File: src/rtl/mux_scan_ctrl.sv
// Scan controller stepping a 4:1 mux over enabled channels,
// dwelling per channel before capturing y_in into a result.
module mux_scan_ctrl #(
  parameter int DWELL_W = 4
) (
  input  logic               clk,
  input  logic               rst_n,
  input  logic               start,
  input  logic               abort,
  input  logic [DWELL_W-1:0] dwell,
  input  logic [3:0]         chan_en,
  input  logic               y_in,
  output logic [1:0]         sel,
  output logic               busy,
  output logic               done,
  output logic [3:0]         sample
);

  localparam logic [1:0] IDLE  = 2'd0;
  localparam logic [1:0] DWELL = 2'd1;
  localparam logic [1:0] DONE  = 2'd2;

  logic [1:0]         state;
  logic [DWELL_W-1:0] cnt;
  logic [DWELL_W-1:0] dwell_q;
  logic [3:0]         en_q;
  logic [3:0]         work;

  logic [1:0] first_ch;
  logic       has_next;
  logic [1:0] next_ch;
  logic [3:0] work_cap;

  // Lowest enabled channel of the incoming mask, used at start
  always_comb begin
    first_ch = 2'd0;
    for (int i = 3; i >= 0; i--) begin
      if (chan_en[i]) first_ch = 2'(i);
    end
  end

  // Next enabled channel above the current select, if any
  always_comb begin
    has_next = 1'b0;
    next_ch  = sel;
    for (int i = 3; i >= 0; i--) begin
      if (en_q[i] && (3'(i) > {1'b0, sel})) begin
        has_next = 1'b1;
        next_ch  = 2'(i);
      end
    end
  end

  // Work register with this cycle's capture merged in
  always_comb begin
    work_cap      = work;
    work_cap[sel] = y_in;
  end

  // Pass sequencing: dwell countdown, capture, channel advance
  always_ff @(posedge clk or negedge rst_n) begin
    if (!rst_n) begin
      state   <= IDLE;
      sel     <= 2'd0;
      cnt     <= '0;
      dwell_q <= '0;
      en_q    <= 4'd0;
      work    <= 4'd0;
      sample  <= 4'd0;
    end else begin
      unique case (state)
        IDLE: begin
          if (start) begin
            dwell_q <= dwell;
            en_q    <= chan_en;
            work    <= 4'd0;
            if (chan_en == 4'd0) begin
              sample <= 4'd0;
              state  <= DONE;
            end else begin
              sel   <= first_ch;
              cnt   <= dwell;
              state <= DWELL;
            end
          end
        end
        DWELL: begin
          if (abort) begin
            state <= IDLE;
          end else if (cnt != '0) begin
            cnt <= cnt - 1'b1;
          end else begin
            work <= work_cap;
            if (has_next) begin
              sel <= next_ch;
              cnt <= dwell_q;
            end else begin
              sample <= work_cap;
              state  <= DONE;
            end
          end
        end
        DONE: begin
          state <= IDLE;
        end
        default: begin
          state <= IDLE;
        end
      endcase
    end
  end

  assign busy = (state == DWELL);
  assign done = (state == DONE);

endmodule

File: config.mk
export PLATFORM = sky130hd
export DESIGN_NAME = mux_scan_ctrl
export DESIGN_NICKNAME = d
export VERILOG_FILES = /design/src/rtl/mux_scan_ctrl.sv
export SDC_FILE = /design/constraint.sdc
export NUM_CORES = 1
export LEC_CHECK = 0
export ABC_AREA = 1
export ABC_CLOCK_PERIOD_IN_PS = 1220
export BUFFER_PORTS_ARGS = -buffer_cell sky130_fd_sc_hd__buf_2
export CAP_MARGIN = 20
export CORE_MARGIN = 4
export CORE_UTILIZATION = 50
export CTS_CLUSTER_DIAMETER = 150
export CTS_CLUSTER_SIZE = 24
export DETAILED_ROUTE_END_ITERATION = 16
export PLACE_DENSITY = 0.75
export SETUP_SLACK_MARGIN = 0.3
export SYNTH_ARGS = -nofsm -noshare
export SYNTH_HDL_FRONTEND = slang
export SYNTH_SLANG_ARGS = --single-unit
File: constraint.sdc
create_clock -name clk -period 1.22 [get_ports clk]
set_input_delay 0.366 -clock clk [delete_from_list [all_inputs] [get_ports clk]]
set_output_delay 0.366 -clock clk [all_outputs]
set_load 0.05 [all_outputs]
After elaboration in Yosys (flattened, before gate mapping)
Cells that the tools add are included.
- shift operators: 0
- reductions and logical operators: 14
- multipliers: 0
- eq/ne operators: 13
- multiplexer cells: 41
- div/mod/pow operators: 0
- bitwise operators: 0
- magnitude comparators: 5
- add/sub/neg operators: 1
- operators by type and width (operator ; number):
    $mux W4 ; 13
    $mux W2 ; 17
    $pmux W4 S2 ; 3
    $ne A2 B2 Y1 const B ; 6
    $pmux W2 S2 ; 2
    $reduce_and A7 Y1 ; 1
    $ne A3 B3 Y1 const B ; 2
    $reduce_and A6 Y1 ; 1
    $reduce_and A5 Y1 ; 1
    $bwmux W4 ; 1
    $gt A2 B2 Y1 const A ; 2
    $logic_and A1 B1 Y1 ; 4
    $logic_not A4 Y1 ; 1
    $mux W1 ; 4
    $ne A4 B1 Y1 const B ; 1
    $reduce_and A4 Y1 ; 1
    $reduce_bool A4 Y1 ; 1
    $sub A4 B1 Y4 const B ; 1
    $lt A2 B3 Y1 const B ; 1
    $ne A3 B1 Y1 const B ; 1
    $reduce_and A3 Y1 ; 1
    $demux W1 S2 ; 1
    $eq A2 B1 Y1 const B ; 1
    $eq A2 B2 Y1 const B ; 1
    other kinds (6) ; 6
- flip-flop bits (word level): 24
- word-level logic and storage cells: 81
- output and inout port bits: 8
- input bits: 13
- memories: 0
- RAM bits: 0
- bits in latches: 0
- memory bits (read-only): 0

Longest topological paths before layout
- depth after elaboration: 9
- depth in mapped cells: 9

Worst setup path before layout
Ideal clock, no wire load.
- path kind: register -> register
- from: register sel[0]
- to: register sel[1]
- data required time: 1.097 ns
- path slack: -0.230 ns
- arrival time: 1.327 ns
- clock period less this slack: 1.450 ns
- library setup time: 0.123 ns
- stages on the path, launching flop included: 8
- buffers on the path: 0
- path through: dfrtp_1 > nand2_2 > nand2_2 > nand2_2 > nor2_8 > inv_1 > nand3_1 > nand2_1
- cells in the longest elaborated chain, start to end: 8
- elaborated cells on any way between the ends: 18
- those cells by class: 3 x order compare; 2 x eq/ne; 9 x mux; 4 x reduce/logical
- RTL lines (what ; RTL line ; text):
    start: declaration ; 13 ; output logic [1:0] sel,
    start signal: assignment ; 81 ; sel <= first_ch;
    start signal: assignment ; 95 ; sel <= next_ch;
    $gt A2 B2 Y1 ; 47 ; if (en_q[i] && (3'(i) > {1'b0, sel})) begin
    $logic_and A1 B1 Y1 ; 47 ;
    $mux W2 (2 in a row) ; 47 ;
    $mux W2 ; 94 ; if (has_next) begin
    $mux W2 ; 90 ; end else if (cnt != '0) begin
    $mux W2 ; 88 ; if (abort) begin
    $pmux W2 S2 ; 71 ; unique case (state)
Parallel ways exist; a longest one is shown, timed or not. The select of a mux whose other input is x is not followed.
A chain may end at the register's enable or synchronous reset.

Worst setup path after layout
- from: register state[0]
- to: output done
- cells in the longest elaborated chain, start to end: 1
- RTL lines (what ; RTL line ; text):
    start: declaration ; 23 ; logic [1:0] state;
    start signal: assignment ; 63 ; state <= IDLE;
    start signal: assignment ; 79 ; state <= DONE;
    start signal: assignment ; 83 ; state <= DWELL;
    $eq A2 B2 Y1 ; 114 ; assign done = (state == DONE);
    end: declaration ; 15 ; output logic done,
No other way between the ends.

==> reports/results.ini <==
[status]
outcome = complete, but fails checks
failed_checks = setup timing

[synthesis]
syn_area_um2 = 1340
synth-xor-area-share_pct = 0
synth_area_leader_cell = dfrtp_1
synth_top_flop_cell = dfrtp_1
synth.most_common_cell = nand2_1
synth_area_leaders = dfrtp_1 (43%), nand2_1 (16%), nand2_2 (5.1%), inv_1 (5.0%), nor2_1 (4.5%)
synth_compound_area_share_pct = 9.91
synthMuxAreaShare_pct = 3.36
ys_ff_latch = 23
synth_common_cells = nand2_1 (58), dfrtp_1 (23), inv_1 (18)
syn_nets = 188
synthArstFlopShare_pct = 100
synth_edf_count = 0
synth-adder-area-share_pct = 0.935
synthesis.instances = 174
ys_warn_count = 0
ys_seq_area_share_pct = 43.0
synth_top_area_share_pct = 43.0
synth_top_family_by_area = simple AND/OR/NAND/NOR gates
synth.distinct_cells = 18
postSynthAreaPerCell_um2 = 7.69
yosys.area_share.simple_pct = 35.5

[timing]
timing.fmax_mhz = 677
skew_ns = 0.00898
fin_crit_sh_pct = 121
period_needed_ns = 1.48
tightest_slew_ns = 0.505
setup_viol = 30
tns_ns = -3.77
drv_slew = 0
hold_ws_ns = 0.00134
rsz0062_at_grt = true
worst_slack_ns = -0.258
timing.slew.headroom_pct = 66.3
finalHoldViolCount = 0

[clock_network]
clk_pin_slew_ns = 0.13
cts-htree-levels = 1
tritoncts = yes
ctsLongestPathBuffers = 2
cts_buffers = 3
clock_latency_ns = 0.31
numClockSinks = 23
postCtsHoldBufs = 0
cts_root_buffer = clkbuf_4

[pwr]
leakage_nw = 0.988
irDropWorstVdd_mv = 1.67
power_density_nw_per_um2 = 2970

[setup_path]
required_ns = 0.85
r2r_cells = 6
startpoint = state[0]
r2r_start = state[1]
critPathLaunchType = register
critical_path_class = register to primary output
worst-path-max-fanout = 3
worstPathArrival_ns = 1.11
timing.critical_path.to_type = primary output

[drt]
drt_iter0_markers = 50
post_drt_via_cell_ratio = 4.95
dr_total_vias = 1242
antenna_left = 0
routedWlPerCell_um = 12.0
first_pass_iters = 4
routed_wl_um = 3000
drc = 0

[die]
io_pins = 21
initial_core_util_pct = 53.1
core-area_um2 = 2520
rows = 18
die_area_um2 = 3570
die_w_um = 59.7
die_y_um = 59.7

[global_route]
track_usage_pct = 19.8
grt_overflow = 0
antenna_found_initial = 0
grt_pass1_vias = 1255
grt_max_degree = 24
grt_pass1_wl_um = 5420

[final_layout]
num-fill-cells = 180
finalInstanceArea_um2 = 1820
diodes = 0
drive_gt1_share_pct = 40.7
areaGrowthSynthToFinish_pct = 36.3
nets = 236

[hold_path]
hold_class = input pin to async pin

[placement]
gp_congestion = 0.866
postPlaceCellArea_um2 = 1630
place_ws_ns = -0.149
place_hpwl_um = 2160
io_buffer_count = 20

[run]
drv_cap = 0

==> sequential cells by signal, summed over array words and instances, names as in the netlist <==
signal / cells
work: 4
state: 2
dwell_q: 4
sel: 2
en_q: 3
cnt: 4
sample: 4
==> power breakdown <==
group | total (W) | internal (W) | switching [W]
Combinational | 0.00369 | 0.00157 | 0.00212
Clock | 0.000358 | 0.000128 | 0.000230
Sequential | 0.00137 | 0.00113 | 0.000237
==> critical path: stages, from the launching register on <==
cell     delay, ns
dfrtp_1       0.43
buf_6         0.13
nor2_4        0.09
buf_8         0.15
==> timing repair <==
action / 4_1_cts / 5_1_grt
gates resized for setup: 22 / 11
setup endpoints to repair: 31 / 31
buffers inserted: 6 / 2
pin swaps: 2 / 1
==> cells in the final DEF (no fill, tap or decap) <==
master,synthesis,layout
inv_4,0,1
o21ai_0,11,6
nand3_1,11,11
nor2_8,2,2
a21oi_2,0,1
a21oi_1,9,8
clkbuf_4,0,3
buf_4,0,22
buf_8,0,2
nor2_4,1,3
dfrtp_1,23,17
ha_4,0,1
mux2_2,4,4
o21ai_2,0,1
nor2_1,16,13
a21oi_4,1,1
nand2_2,11,9
o21ai_1,1,5
nor2_2,0,1
nand2_1,58,55
inv_2,2,4
dfrtp_2,0,6
a21boi_4,0,1
buf_2,0,12
buf_6,2,9
clkbuf_1,0,1
nand2_4,2,7
inv_1,18,15
==> layout make-up <==
cell class                 count  area [µm²]  area share [%]
inverter                      20        77.6            4.25
tap                           30        37.5            2.06
sequential                    23         583            32.0
timing repair buffer          45         357            19.5
clock buffer                   4        26.3            1.44
multi-input combinational    129         743            40.7
==> metal layers <==
metal | GRT usage (%) | wire, µm | part of all wire, % | vias up
li1 | - | - | - | 642
met1 | 26.2 | 1430 | 48 | 577
met2 | 32.4 | 1440 | 48 | 19
met3 | 3.46 | 96 | 3.2 | 4
met4 | 7.28 | 40 | 1.3 | 0
met5 | 0 | 0 | 0 | -
==> path summary, 6_finish.rpt <==
path                              endpoint  slack (ns)
worst min-delay path             sample[1]       0.001
min in group clk                dwell_q[0]        0.29
max in group asynchronous           sel[1]        0.84
worst min register to register   sample[2]        0.51
worst max register to register  dwell_q[2]       -0.21
worst max-delay path                  done       -0.26
==> stage by stage <==
step / std cells / utilization, % / total power (W)
6_report: 251 / 72.3 / 0.00541
5_1_grt: 251 / 72.3 / 0.00589
4_1_cts: 249 / 70.3 / 0.00522
3_5_place_dp: 239 / 64.6 / 0.00447
3_3_place_gp: 239 / 64.6 / 0.00439
2_1_floorplan: 174 / - / 0.00364
==> logic make-up (layout without fill, tap and decap cells) <==
kind of cell / count (synthesis) / count (layout)
AND/OR/NAND/NOR: 101 / 101
AO/OA/AOI/OAI: 23 / 23
flip-flops: 23 / 23
buffers and inverters: 22 / 69
multiplexers: 4 / 4
adder cells (fa/ha/maj): 1 / 1
(Power assumes the default switching activity.)
